File: src/rtl/jpeg_dec_pkg.sv
// Shared definitions for the JPEG decoder datapath: dequantizer FSM states,
// colour component codes and block geometry.
package jpeg_dec_pkg;

    typedef enum logic [2:0] {
        DQ_IDLE    = 3'd0,
        DQ_WAIT    = 3'd1,
        DQ_CALC    = 3'd2,
        DQ_FILL_RD = 3'd3,
        DQ_FILL_WR = 3'd4
    } dq_state_e;

    localparam logic [1:0] COMP_Y  = 2'b01;
    localparam logic [1:0] COMP_CB = 2'b10;
    localparam logic [1:0] COMP_CR = 2'b11;

    localparam logic [5:0] BLK_LAST = 6'd63;

    // Component rotation Y -> Cb -> Cr -> Y; any unexpected code recovers to Y.
    function automatic logic [1:0] next_comp(input logic [1:0] comp);
        logic [1:0] nxt;
        case (comp)
            COMP_Y:  nxt = COMP_CB;
            COMP_CB: nxt = COMP_CR;
            default: nxt = COMP_Y;
        endcase
        return nxt;
    endfunction

endpackage

File: src/rtl/dequant_mult_sat.sv
// Signed coefficient times unsigned quantization step, saturated to the
// signed output range. Purely combinational, no rounding.
module dequant_mult_sat #(
    parameter int COEF_W = 12,
    parameter int Q_W    = 8,
    parameter int OUT_W  = 16
) (
    input  logic signed [COEF_W-1:0] coef_i,
    input  logic        [Q_W-1:0]    q_i,
    output logic signed [OUT_W-1:0]  res_o
);

    // One spare bit so the zero-extended step never looks negative.
    localparam int PW = COEF_W + Q_W + 1;

    localparam logic signed [PW-1:0] SAT_MAX = {{(PW-OUT_W+1){1'b0}}, {(OUT_W-1){1'b1}}};
    localparam logic signed [PW-1:0] SAT_MIN = {{(PW-OUT_W+1){1'b1}}, {(OUT_W-1){1'b0}}};

    logic signed [PW-1:0] prod_s;

    // Full-precision product followed by clamp to the output range.
    always_comb begin
        prod_s = PW'(coef_i) * PW'($signed({1'b0, q_i}));
        if (prod_s > SAT_MAX) begin
            res_o = SAT_MAX[OUT_W-1:0];
        end else if (prod_s < SAT_MIN) begin
            res_o = SAT_MIN[OUT_W-1:0];
        end else begin
            res_o = prod_s[OUT_W-1:0];
        end
    end

endmodule

File: src/rtl/dequantization_ctrl.sv
// Dequantizer control: takes zig-zag ordered coefficients, scales each by its
// table step and writes it at its natural index into the IDCT buffer. Blocks
// cut short by end-of-block are padded with zeros so every block gets 64 writes.
module dequantization_ctrl
    import jpeg_dec_pkg::*;
#(
    parameter int COEF_W = 12,
    parameter int Q_W    = 8,
    parameter int OUT_W  = 16
) (
    input  logic                     clk_in,
    input  logic                     rst,
    input  logic                     valid_d_in,
    input  logic signed [COEF_W-1:0] d_in,
    input  logic                     eob_in,
    input  logic                     eof_in,
    input  logic        [1:0]        factor_sel,
    input  logic        [Q_W-1:0]    quan_rom_in,
    input  logic        [5:0]        zig_zag_rom_in,
    output logic                     in_ready,
    output logic                     rom_rd,
    output logic        [8:0]        rom_addr,
    output logic signed [OUT_W-1:0]  d_out,
    output logic        [5:0]        wr_addr,
    output logic                     wr_en,
    output logic                     block_done,
    output logic                     eof_out
);

    dq_state_e                state_q;
    logic        [5:0]        zz_idx_q;
    logic        [5:0]        zz_idx_d;
    logic        [1:0]        ycbcr_q;
    logic        [1:0]        ycbcr_d;
    logic                     eob_l_q;
    logic                     eof_l_q;
    logic signed [COEF_W-1:0] coef_q;
    logic        [Q_W-1:0]    q_q;
    logic        [5:0]        nat_idx_q;
    logic signed [OUT_W-1:0]  d_out_q;
    logic        [5:0]        wr_addr_q;
    logic                     wr_en_q;
    logic                     block_done_q;
    logic                     eof_out_q;

    logic                     step_s;
    logic                     blk_end_s;
    logic signed [OUT_W-1:0]  prod_sat_s;

    dequant_mult_sat #(
        .COEF_W (COEF_W),
        .Q_W    (Q_W),
        .OUT_W  (OUT_W)
    ) u_mult (
        .coef_i (coef_q),
        .q_i    (q_q),
        .res_o  (prod_sat_s)
    );

    // Write-cycle detection and next zig-zag index / component bookkeeping.
    always_comb begin
        step_s    = (state_q == DQ_CALC) || (state_q == DQ_FILL_WR);
        blk_end_s = step_s && (zz_idx_q == BLK_LAST);

        if (blk_end_s) begin
            zz_idx_d = 6'd0;
        end else if (step_s) begin
            zz_idx_d = zz_idx_q + 6'd1;
        end else begin
            zz_idx_d = zz_idx_q;
        end

        // The last block of a frame restarts the component rotation at Y.
        if (blk_end_s) begin
            ycbcr_d = eof_l_q ? COMP_Y : next_comp(ycbcr_q);
        end else begin
            ycbcr_d = ycbcr_q;
        end
    end

    // Handshake and ROM strobe, held inactive while reset is asserted.
    always_comb begin
        in_ready = !rst && (state_q == DQ_IDLE);
        rom_rd   = !rst && (((state_q == DQ_IDLE) && valid_d_in) || (state_q == DQ_FILL_RD));
        rom_addr = {factor_sel, ycbcr_q[1], zz_idx_q};
    end

    // Main FSM with registered write-port outputs; pulses default low each cycle.
    always_ff @(posedge clk_in) begin
        if (rst) begin
            state_q      <= DQ_IDLE;
            zz_idx_q     <= 6'd0;
            ycbcr_q      <= COMP_Y;
            eob_l_q      <= 1'b0;
            eof_l_q      <= 1'b0;
            coef_q       <= {COEF_W{1'b0}};
            q_q          <= {Q_W{1'b0}};
            nat_idx_q    <= 6'd0;
            d_out_q      <= {OUT_W{1'b0}};
            wr_addr_q    <= 6'd0;
            wr_en_q      <= 1'b0;
            block_done_q <= 1'b0;
            eof_out_q    <= 1'b0;
        end else begin
            wr_en_q      <= 1'b0;
            block_done_q <= 1'b0;
            eof_out_q    <= 1'b0;
            zz_idx_q     <= zz_idx_d;
            ycbcr_q      <= ycbcr_d;

            case (state_q)
                DQ_IDLE: begin
                    if (valid_d_in) begin
                        coef_q  <= d_in;
                        eob_l_q <= eob_in;
                        eof_l_q <= eof_l_q | eof_in;
                        state_q <= DQ_WAIT;
                    end else begin
                        state_q <= DQ_IDLE;
                    end
                end

                DQ_WAIT: begin
                    q_q       <= quan_rom_in;
                    nat_idx_q <= zig_zag_rom_in;
                    state_q   <= DQ_CALC;
                end

                DQ_CALC: begin
                    d_out_q   <= prod_sat_s;
                    wr_addr_q <= nat_idx_q;
                    wr_en_q   <= 1'b1;
                    if (blk_end_s) begin
                        block_done_q <= 1'b1;
                        eof_out_q    <= eof_l_q;
                        eob_l_q      <= 1'b0;
                        eof_l_q      <= 1'b0;
                        state_q      <= DQ_IDLE;
                    end else if (eob_l_q) begin
                        state_q <= DQ_FILL_RD;
                    end else begin
                        state_q <= DQ_IDLE;
                    end
                end

                DQ_FILL_RD: begin
                    state_q <= DQ_FILL_WR;
                end

                DQ_FILL_WR: begin
                    d_out_q   <= {OUT_W{1'b0}};
                    wr_addr_q <= zig_zag_rom_in;
                    wr_en_q   <= 1'b1;
                    if (blk_end_s) begin
                        block_done_q <= 1'b1;
                        eof_out_q    <= eof_l_q;
                        eob_l_q      <= 1'b0;
                        eof_l_q      <= 1'b0;
                        state_q      <= DQ_IDLE;
                    end else begin
                        state_q <= DQ_FILL_RD;
                    end
                end

                default: begin
                    state_q <= DQ_IDLE;
                end
            endcase
        end
    end

    assign d_out      = d_out_q;
    assign wr_addr    = wr_addr_q;
    assign wr_en      = wr_en_q;
    assign block_done = block_done_q;
    assign eof_out    = eof_out_q;

endmodule

File: config.mk
export PLATFORM = sky130hd
export DESIGN_NAME = dequantization_ctrl
export DESIGN_NICKNAME = d
export VERILOG_FILES = /design/src/rtl/jpeg_dec_pkg.sv /design/src/rtl/dequant_mult_sat.sv /design/src/rtl/dequantization_ctrl.sv
export SDC_FILE = /design/constraint.sdc
export NUM_CORES = 1
export LEC_CHECK = 0
export CAP_MARGIN = 0
export CORE_MARGIN = 3
export CORE_UTILIZATION = 63
export DETAILED_ROUTE_END_ITERATION = 8
export PLACE_DENSITY = 0.95
export SYNTH_ARGS = -nofsm -noshare
export SYNTH_HDL_FRONTEND = slang
export SYNTH_SLANG_ARGS = --single-unit
export TNS_END_PERCENT = 1
File: constraint.sdc
create_clock -name clk_in -period 9.25 [get_ports clk_in]
set_input_delay 1.85 -clock clk_in [delete_from_list [all_inputs] [get_ports clk_in]]
set_output_delay 1.85 -clock clk_in [all_outputs]
set_load 0.03 [all_outputs]
== Word level (Yosys, flattened, before mapping) ==
Index checks and enable logic that the tools add are counted.
Widths: inputs -> output; s select.

* Register bits after elaboration: 64
* Output and inout port bits: 36
* Logic and storage cells: 63
* Bits of input ports: 33

* $lt $le $gt $ge: 2
* Equality and inequality tests: 9
* Multipliers: 1
* Muxes and demuxes: 18
* Reductions and logical operators: 16
* Add/sub/neg operators: 1
* Bitwise logic cells: 3

{| class="wikitable"
|+ Operators by type and width
! kind !! number
|-
| $mux 16 || 2
|-
| $pmux 16 s2 || 1
|-
| $gt 21x16->1 const B || 1
|-
| $lt 21x16->1 const B || 1
|-
| $mul 12x9->21 || 1
|-
| $pmux 3 s5 || 1
|-
| $pmux 6 s2 || 1
|-
| $mux 2 || 4
|-
| $add 6x1->6 const B || 1
|-
| $eq 3x2->1 const B || 2
|-
| $eq 6x6->1 const B || 1
|-
| $mux 1 || 6
|-
| $reduce_or 2->1 || 3
|-
| $logic_and 1x1->1 || 4
|-
| $pmux 1 s2 || 2
|-
| $pmux 2 s2 || 1
|-
| $reduce_bool 2->1 || 2
|-
| $eq 3x1->1 const B || 1
|-
| $eq 3x3->1 const B || 1
|-
| $logic_not 3->1 || 1
|-
| $reduce_and 3->1 || 1
|-
| $reduce_or 3->1 || 1
|-
| $eq 2x1->1 const B || 1
|-
| $eq 2x2->1 const B || 1
|-
| other kinds (7) || 9
|}

== Longest topological paths before layout ==
Gate-level depths: netlist (run 1).

* Depth after elaboration: 5
* Mapped depth: 21
* Gate-level depth less buffers: 19

== By module ==
A second synthesis (run 1) with hierarchy kept.

* Cell total of the unflattened synthesis: 755
* Area, all modules: 6507.5 um^2

{| class="wikitable"
|+ Modules (own cells, without submodules)
! module !! sequential area each (um^2) !! area each (um^2) !! cells each !! instances
|-
| dequant_mult_sat || 0.0 || 3927.5 || 464 || 1
|-
| dequantization_ctrl || 1281.2 || 2580.0 || 291 || 1
|}

== Worst setup path after synthesis (run 1) ==
OpenSTA, ideal clock, no wires.

* Path type: register -> register
* Start: register q_q[3]
* End: register d_out_q[11] (netlist: d_out[11])
* Data arrival time: 5.137 ns
* Buffers on the path: 2
* Stages on the path, launching flop included: 22
* Library setup time: 0.095 ns
* Slack: 4.017 ns
* Period minus slack after synthesis: 5.233 ns
* Data required time: 9.155 ns
* Path through: dfxtp_1 -> clkbuf_1 -> nand2_1 -> inv_1 -> fa_1 -> inv_1 -> fa_1 -> inv_1 -> fa_1 -> inv_1 -> fa_1 -> inv_1 -> ha_1 -> a21o_1 -> a21o_1 -> a2111oi_0 -> a21oi_1 -> xnor2_1 -> nor3_2 -> o21ai_2 -> buf_6 -> a221oi_1

* Word-level cells in the longest chain between the ends: 5
* Elaborated cells on any way between the ends: 6
* Classes of those cells: mul: 1; order compare: 2; mux: 3

{| class="wikitable"
|+ RTL lines
! item !! line !! RTL
|-
| from (decl) || dequantization_ctrl.sv:38 || <nowiki>logic [Q_W-1:0] q_q;</nowiki>
|-
| from (signal assigned) || dequantization_ctrl.sv:97 || <nowiki>q_q <= {Q_W{1'b0}};</nowiki>
|-
| from (signal assigned) || dequantization_ctrl.sv:124 || <nowiki>q_q <= quan_rom_in;</nowiki>
|-
| $mul 12x9->21 * || dequant_mult_sat.sv:23 || <nowiki>prod_s = PW'(coef_i) * PW'($signed({1'b0, q_i}));</nowiki>
|-
| $lt 21x16->1 || dequant_mult_sat.sv:26 || <nowiki>end else if (prod_s < SAT_MIN) begin</nowiki>
|-
| $mux 16 || dequant_mult_sat.sv:26 ||
|-
| $mux 16 * || dequant_mult_sat.sv:24 || <nowiki>if (prod_s > SAT_MAX) begin</nowiki>
|-
| $pmux 16 s2 * || dequantization_ctrl.sv:111 || <nowiki>case (state_q)</nowiki>
|-
| to (signal assigned) || dequantization_ctrl.sv:99 || <nowiki>d_out_q <= {OUT_W{1'b0}};</nowiki>
|-
| to (signal assigned) || dequantization_ctrl.sv:130 || <nowiki>d_out_q <= prod_sat_s;</nowiki>
|-
| to (signal assigned) || dequantization_ctrl.sv:151 || <nowiki>d_out_q <= {OUT_W{1'b0}};</nowiki>
|-
| to (decl) || dequantization_ctrl.sv:40 || <nowiki>logic signed [OUT_W-1:0] d_out_q;</nowiki>
|}

Every way passes the cells marked *; elsewhere a longest branch is shown, timed or not.
A chain may end at the register's enable or synchronous reset.

== Worst setup path after layout (run 1) ==
* Start: register q_q[0]
* End: register d_out_q[10] (netlist: d_out[10])

Same word-level chain as after synthesis.

==> results.toml, run 1 <==
[yosys]
synth_fp_nets = 910
yosysWarnings = 0
synth_edf_count = 0
syn_avg_cell_area_sq_um = 8.372
synthArstFlopShare_pct = 0
yosysUniqueCellTypes = 58
synth_ff_type = "dfxtp_1"
synth-seq-cells = 64
yosysSeqAreaShare_pct = 20.27
netlist_area_sq_um = 6321
synthCells = 755

[clock_network]
cts.sinks = 64
cts_tree = "built"
cts_max_level = 3
hold_buffers = 0
clk_path_buf_depth = 2
cts_setup_buffers = 0
clock_latency_ns = 0.35
root_buffer = "clkbuf_8"
numCtsBuffers = 9
path_clk_slew_ns = 0.08
cts_resized = 0

[critical_path]
worstPathMaxFanout = 13
worst_path_most_repeated_cell = "fa_1"
critPathCaptureType = "register"
path_class = "reg2reg"
r2r-start = "q_q[0]"
cp.arrival_ns = 6.00
regToRegSetupSlack_ns = 3.43
worst_path_max_delay_cell = "dfxtp_1"
r2r_cells = 17
critical_path.top_delay_family = "adder cells"
worst_path_largest_cell_delay_ns = 0.64
required_ns = 9.43
cp_cell_sequence = "nand2_1 > fa_1 > fa_1 > inv_1 > fa_1 > inv_1 > fa_1 > inv_1 > ha_1 > a21o_1 > a21o_1 > a2111oi_0 > a21oi_1 > xnor2_1 > nand3_1 > nand2_1 > a311oi_1"
worst_r2r_endpoint = "d_out[10]"
worst-path-buf-inv = 3
worstSetupStartpointType = "register"

[layout]
syn2layout_area_growth_pct = 13.74
antennaDiodeCount = 0
drive_gt1_share_pct = 4.762
fill_cells = 653
nNetsFinal = 949
final_util_pct = 75.66

[global_route]
grt_usage_pct = 29.49
antenna_found_initial = 0
overflow = 0
grt_max_degree = 64
grt_pass1_wl_um = 26790
grt_pass1_vias = 5794

[power_and_ir_drop]
swShare_pct = 31.74
intPower_uw = 496.3
cellLeakagePower_uw = 0.003296
p_clk_share_pct = 37.4
power_density_nw_per_um2 = 101.1
power_uw = 727.1
pwr-share-seq_pct = 42.5
p_sw_uw = 230.8
p_comb_share_pct = 20.1
peakVddDrop_v = 0.00008161

[placement]
io_buffers = 64
pre_cts_ws_ns = 3.547
dp_hpwl_um = 11760
place.gp.congestion = 0.8644

[timing]
setup_viol = 0
relSlewSlack_pct = 23.96
fmaxAchievable_mhz = 172.0
fin_ws_ns = 3.434
worst_slew_pin_slew_ns = 1.141
min_period_over_period_pct = 62.87
rsz0062_at_grt = "false"
finClkSkew_ns = 0.003871
period_needed_ns = 5.816
slew_viol_final = 0
hold_violations = 0
fin_setup_tns_ns = 0
holdWs_ns = 0.4687

[die]
placementRows = 35
core_area_sq_um = 9503
io_pins = 69
die-area_sq_um = 11270
start_util_pct = 66.52
die_y_um = 106.2
fp.dieW_um = 106.2

[detailed_routing]
viasPerCell = 5.906
wl_per_cell_um = 16.77
drcViolationCount = 0
first_iter_violations = 372
vias = 5475
drtPass1Iterations = 7
wl_um = 15550
antenna_left = 0

[min_path]
hp-start = "nat_idx_q[2]"
hold_path_class = "reg2reg"
holdPathStages = 2
min_to = "nat_idx_q[2]"

[flow_run]
drv_cap = 0

[run_status]
run_status = "completed"
logic make-up (layout without fill, tap and decap cells):
kind of cell | after synthesis | count (layout) | share of synthesized area (%)
XOR/XNOR | 21 | 21 | 3.207
adder cells (fa/ha/maj) | 122 | 122 | 33.41
multiplexers | 1 | 1 | 0.1584
buffers and inverters | 159 | 202 | 9.798
AND/OR/NAND/NOR | 261 | 261 | 19.68
AO/OA/AOI/OAI | 127 | 127 | 13.48
flip-flops | 64 | 64 | 20.27
registers in the layout, summed over array words and instances, names as in the netlist:
name,count
ycbcr_q,2
state_q,3
wr_addr,6
nat_idx_q,6
wr_en,1
eob_l_q,1
zz_idx_q,6
coef_q,12
d_out,16
block_done,1
eof_l_q,1
q_q,8
eof_out,1
cell type report:
type | count | area [sq um] | share of cell area [%]
clock buffers | 9 | 123.9 | 1.723
clock inverters | 6 | 83.83 | 1.166
inverters | 119 | 446.7 | 6.213
multi-input cells | 532 | 4427 | 61.57
flip-flops and latches | 64 | 1281 | 17.82
well taps | 129 | 161.4 | 2.245
repair buffers | 68 | 665.6 | 9.259
cells in the mapped netlist, types with 2 or more instances:
master / number / area (sq um)
and2_1: 49 / 306.5
a311oi_1: 8 / 70.07
nand4_1: 5 / 31.28
xnor2_1: 12 / 105.1
a22oi_1: 2 / 15.01
dfxtp_1: 64 / 1281
nor2_1: 25 / 93.84
a31oi_1: 2 / 12.51
nand3_1: 6 / 30.03
clkbuf_1: 35 / 131.4
a21oi_1: 62 / 310.3
o211ai_1: 4 / 30.03
o21bai_1: 5 / 37.54
a221oi_1: 9 / 78.83
or2_2: 2 / 12.51
nor4_1: 2 / 12.51
a211oi_1: 2 / 15.01
fa_1: 78 / 1562
o21ai_2: 3 / 26.28
nor3b_1: 2 / 15.01
buf_4: 4 / 30.03
o21a_1: 2 / 15.01
nor3_1: 5 / 25.02
xor2_1: 8 / 70.07
nand2b_1: 6 / 37.54
nand3b_1: 3 / 22.52
nand2_1: 138 / 518.0
ha_1: 44 / 550.5
o21ai_0: 7 / 35.03
and3_1: 3 / 18.77
inv_1: 119 / 446.7
a21o_1: 4 / 30.03
o31ai_1: 7 / 52.55
nor2b_1: 4 / 25.02
worst max-delay path by stage:
stage,start,end,slack (ns),depth (start not counted)
2_1_floorplan,q_q[3],d_out[11],4.02,21
3_3_place_gp,valid_d_in,rom_rd,3.66,4
3_5_place_dp,q_q[0],d_out[10],3.55,17
4_1_cts,q_q[0],d_out[10],3.51,17
5_1_grt,q_q[0],d_out[7],2.98,17
6_report,q_q[0],d_out[10],3.43,17
layer usage:
layer / part of all wire (%) / vias to the layer above / GRT usage (%)
met2: 51 / 263 / 51.67
li1: - / 2488 / -
met5: 0 / - / 0
met4: 4.5 / 0 / 13.97
met3: 6.3 / 66 / 4.129
met1: 38 / 2658 / 35.67
worst register-to-register path: cells and delay by family, from the launching register on:
family / cells / cell delay [ns]
compound gates: 5 / 1.19
xor+xnor: 1 / 0.26
fa+ha+maj: 5 / 2.56
buf+inv: 3 / 0.15
flops: 1 / 0.64
simple gates: 3 / 0.82
per-stage QoR:
stage / cells / instance area [sq um]
3_5_place_dp: 912 / 6982
3_3_place_gp: 912 / 6982
4_1_cts: 927 / 7189
5_1_grt: 927 / 7189
6_report: 927 / 7189
2_1_floorplan: 755 / 6321
power by group through the flow:
stage               clock, uW  sequential [uW]  combinational [uW]
finish                    272              309                 146
global route              285              311                 162
CTS                       270              308                 145
detailed placement          0              314                 143
global placement            0              313                 137
floorplan                   0              307                 101
cells in the final DEF (no fill, tap or decap), types with 4 or more instances in the layout:
master and n:
dfxtp_1 64, nand3_1 6, and2_1 49, clkdlybuf4s50_1 63, inv_1 119, xor2_1 8, a311oi_1 8, nand4_1 5
o21ai_0 7, o31ai_1 7, a21oi_1 62, nor2_1 25, buf_4 4, o211ai_1 4, nand2_1 138, xnor2_1 12
fa_1 78, nor2b_1 4, a221oi_1 9, nand2b_1 6, o21bai_1 5, a21o_1 4, nor3_1 5, clkbuf_8 9
ha_1 44
No activity file was read; power rests on OpenSTA's default activity.
==> run 2, diff against run 1 <==
CORE_UTILIZATION = 58   (was 63)
PLACE_DENSITY = 0.92   (was 0.95)
clock period = 6.1 ns   (was 9.25 ns; I/O delays follow)
==> results.toml, run 2 (same netlist as run 1, synthesis figures left out) <==
[layout]
antennaDiodeCount = 0
fill_cells = 774
finalNonFillerCells = 938
mostFrequentLayoutCells = "nand2_1, inv_1, fa_1"
largest_reg_flops = 16
multi_input_area_sq_um = 4437
area.sequential_sq_um = 1281
drive_gt1_share_pct = 5.362
syn2layout_area_growth_pct = 15.10
final_common_cell = "nand2_1"
nNetsFinal = 952

[timing]
relSlewSlack_pct = 31.22
min_period_over_period_pct = 93.64
rsz0062_at_grt = "false"
hold_violations = 0
worst_slew_pin_slew_ns = 1.029
setup_viol = 0
period_needed_ns = 5.712
holdWs_ns = 0.4571
fmaxAchievable_mhz = 175.1
slew_viol_final = 0
finClkSkew_ns = 0.01000
fin_setup_tns_ns = 0

[global_route]
grt_pass1_vias = 5626
top_usage_layer = "met2"
grt_pass1_wl_um = 26280
antenna_found_initial = 0
overflow = 0
grtUsageMet2_pct = 47.40
grt_usage_pct = 27.82
grt_max_degree = 64
use_met1_pct = 33.36
grtUsageMet3_pct = 5.300

[detailed_routing]
vias = 5420
antenna_left = 0
wl_um = 15910
wl_per_cell_um = 16.97
drcViolationCount = 0
first_iter_violations = 531
drtPass1Iterations = 7
viasPerCell = 5.778

[die]
placementRows = 37
io_pins = 69
die-area_sq_um = 12190
fp.dieW_um = 110.4
core_area_sq_um = 10460
die_y_um = 110.4
start_util_pct = 60.42

[power_and_ir_drop]
power_density_nw_per_um2 = 161.0
cellLeakagePower_uw = 0.003327
peakVddDrop_v = 0.0001375

[critical_path]
cp.arrival_ns = 5.96
worstPathMaxFanout = 13
regToRegSetupSlack_ns = 0.39
path_class = "reg2reg"
critPathCaptureType = "register"
required_ns = 6.35
worstSetupStartpointType = "register"

[clock_network]
numCtsBuffers = 9
cts.sinks = 64
clock_latency_ns = 0.36
cts_tree = "built"
hold_buffers = 0
root_buffer = "clkbuf_8"
clk_path_buf_depth = 2
path_clk_slew_ns = 0.08
cts_max_level = 3

[min_path]
hold_path_class = "reg2reg"

[flow_run]
drv_cap = 0

[placement]
io_buffers = 64
dp.cells = 922
dp_hpwl_um = 11730
place.gp.congestion = 0.9504

[run_status]
run_status = "completed"
-- run 2: cell count changes in the layout (fill, tap and decap cells not counted), sizes merged --
cell      delta
bufinv       +1
buf          +3
clkinv       -2
clkbuf       +1
clkinvlp     +1
-- run 2: worst paths after layout --
check                                  start            to  cells past startpoint
worst max-delay path                  q_q[0]      d_out[2]                     17
worst min-delay path            nat_idx_q[5]  nat_idx_q[5]                      2
worst max register to register        q_q[0]      d_out[2]                     17
worst min register to register  nat_idx_q[5]  nat_idx_q[5]                      2
-- run 2: what timing repair did --
| item | in CTS | in global routing |
|---|---|---|
| gates resized for setup | 0 | 2 |
| setup buffers | 0 | 0 |
| endpoints found under the setup margin | 0 | 10 |
-- run 2: where the power goes --
part	leakage, uW	internal, uW	switching [uW]
Clock	0.000123	285	191
Combinational	0.00268	91.4	138
Sequential	0.000520	435	31.1
-- run 2: final cells by class --
| class | count | share of cell area [%] |
|---|---|---|
| flip-flops and latches | 64 | 17.61 |
| repair buffers | 71 | 9.458 |
| well taps | 136 | 2.339 |
| clock buffers | 10 | 1.892 |
| clock inverters | 6 | 1.582 |
| inverters | 119 | 6.139 |
| multi-input cells | 532 | 60.98 |
-- run 2: per-layer routing --
layer,wire length [um],up-vias
li1,-,2489
met1,6156,2578
met2,7881,266
met3,1023,87
met4,854,0
met5,0,-
-- run 2: per-stage QoR --
step / area, sq um / setup WS, ns / utilization (%) / power, uW
global placement: 7013 / 0.6945 / 67.03 / 688.5
detailed placement: 7013 / 0.4658 / 67.03 / 697.0
global route: 7276 / 0.06963 / 69.54 / 1216
CTS: 7266 / 0.3866 / 69.45 / 1167
floorplan: 6321 / 0.8672 / - / 619.9
finish: 7276 / 0.3878 / 69.54 / 1171
-- run 2: worst max-delay path, cell delays in order (launching register included) --
cell       delay [ns]
dfxtp_1          0.64
nand2_1          0.24
fa_1             0.63
fa_1             0.55
inv_1            0.05
fa_1             0.47
inv_1            0.05
fa_1             0.53
inv_1            0.04
ha_1             0.37
a21o_1           0.24
a21o_1           0.20
a2111oi_0        0.40
a21oi_1          0.14
xnor2_1          0.17
nor3_2           0.35
o21ai_4          0.17
a221oi_1         0.34
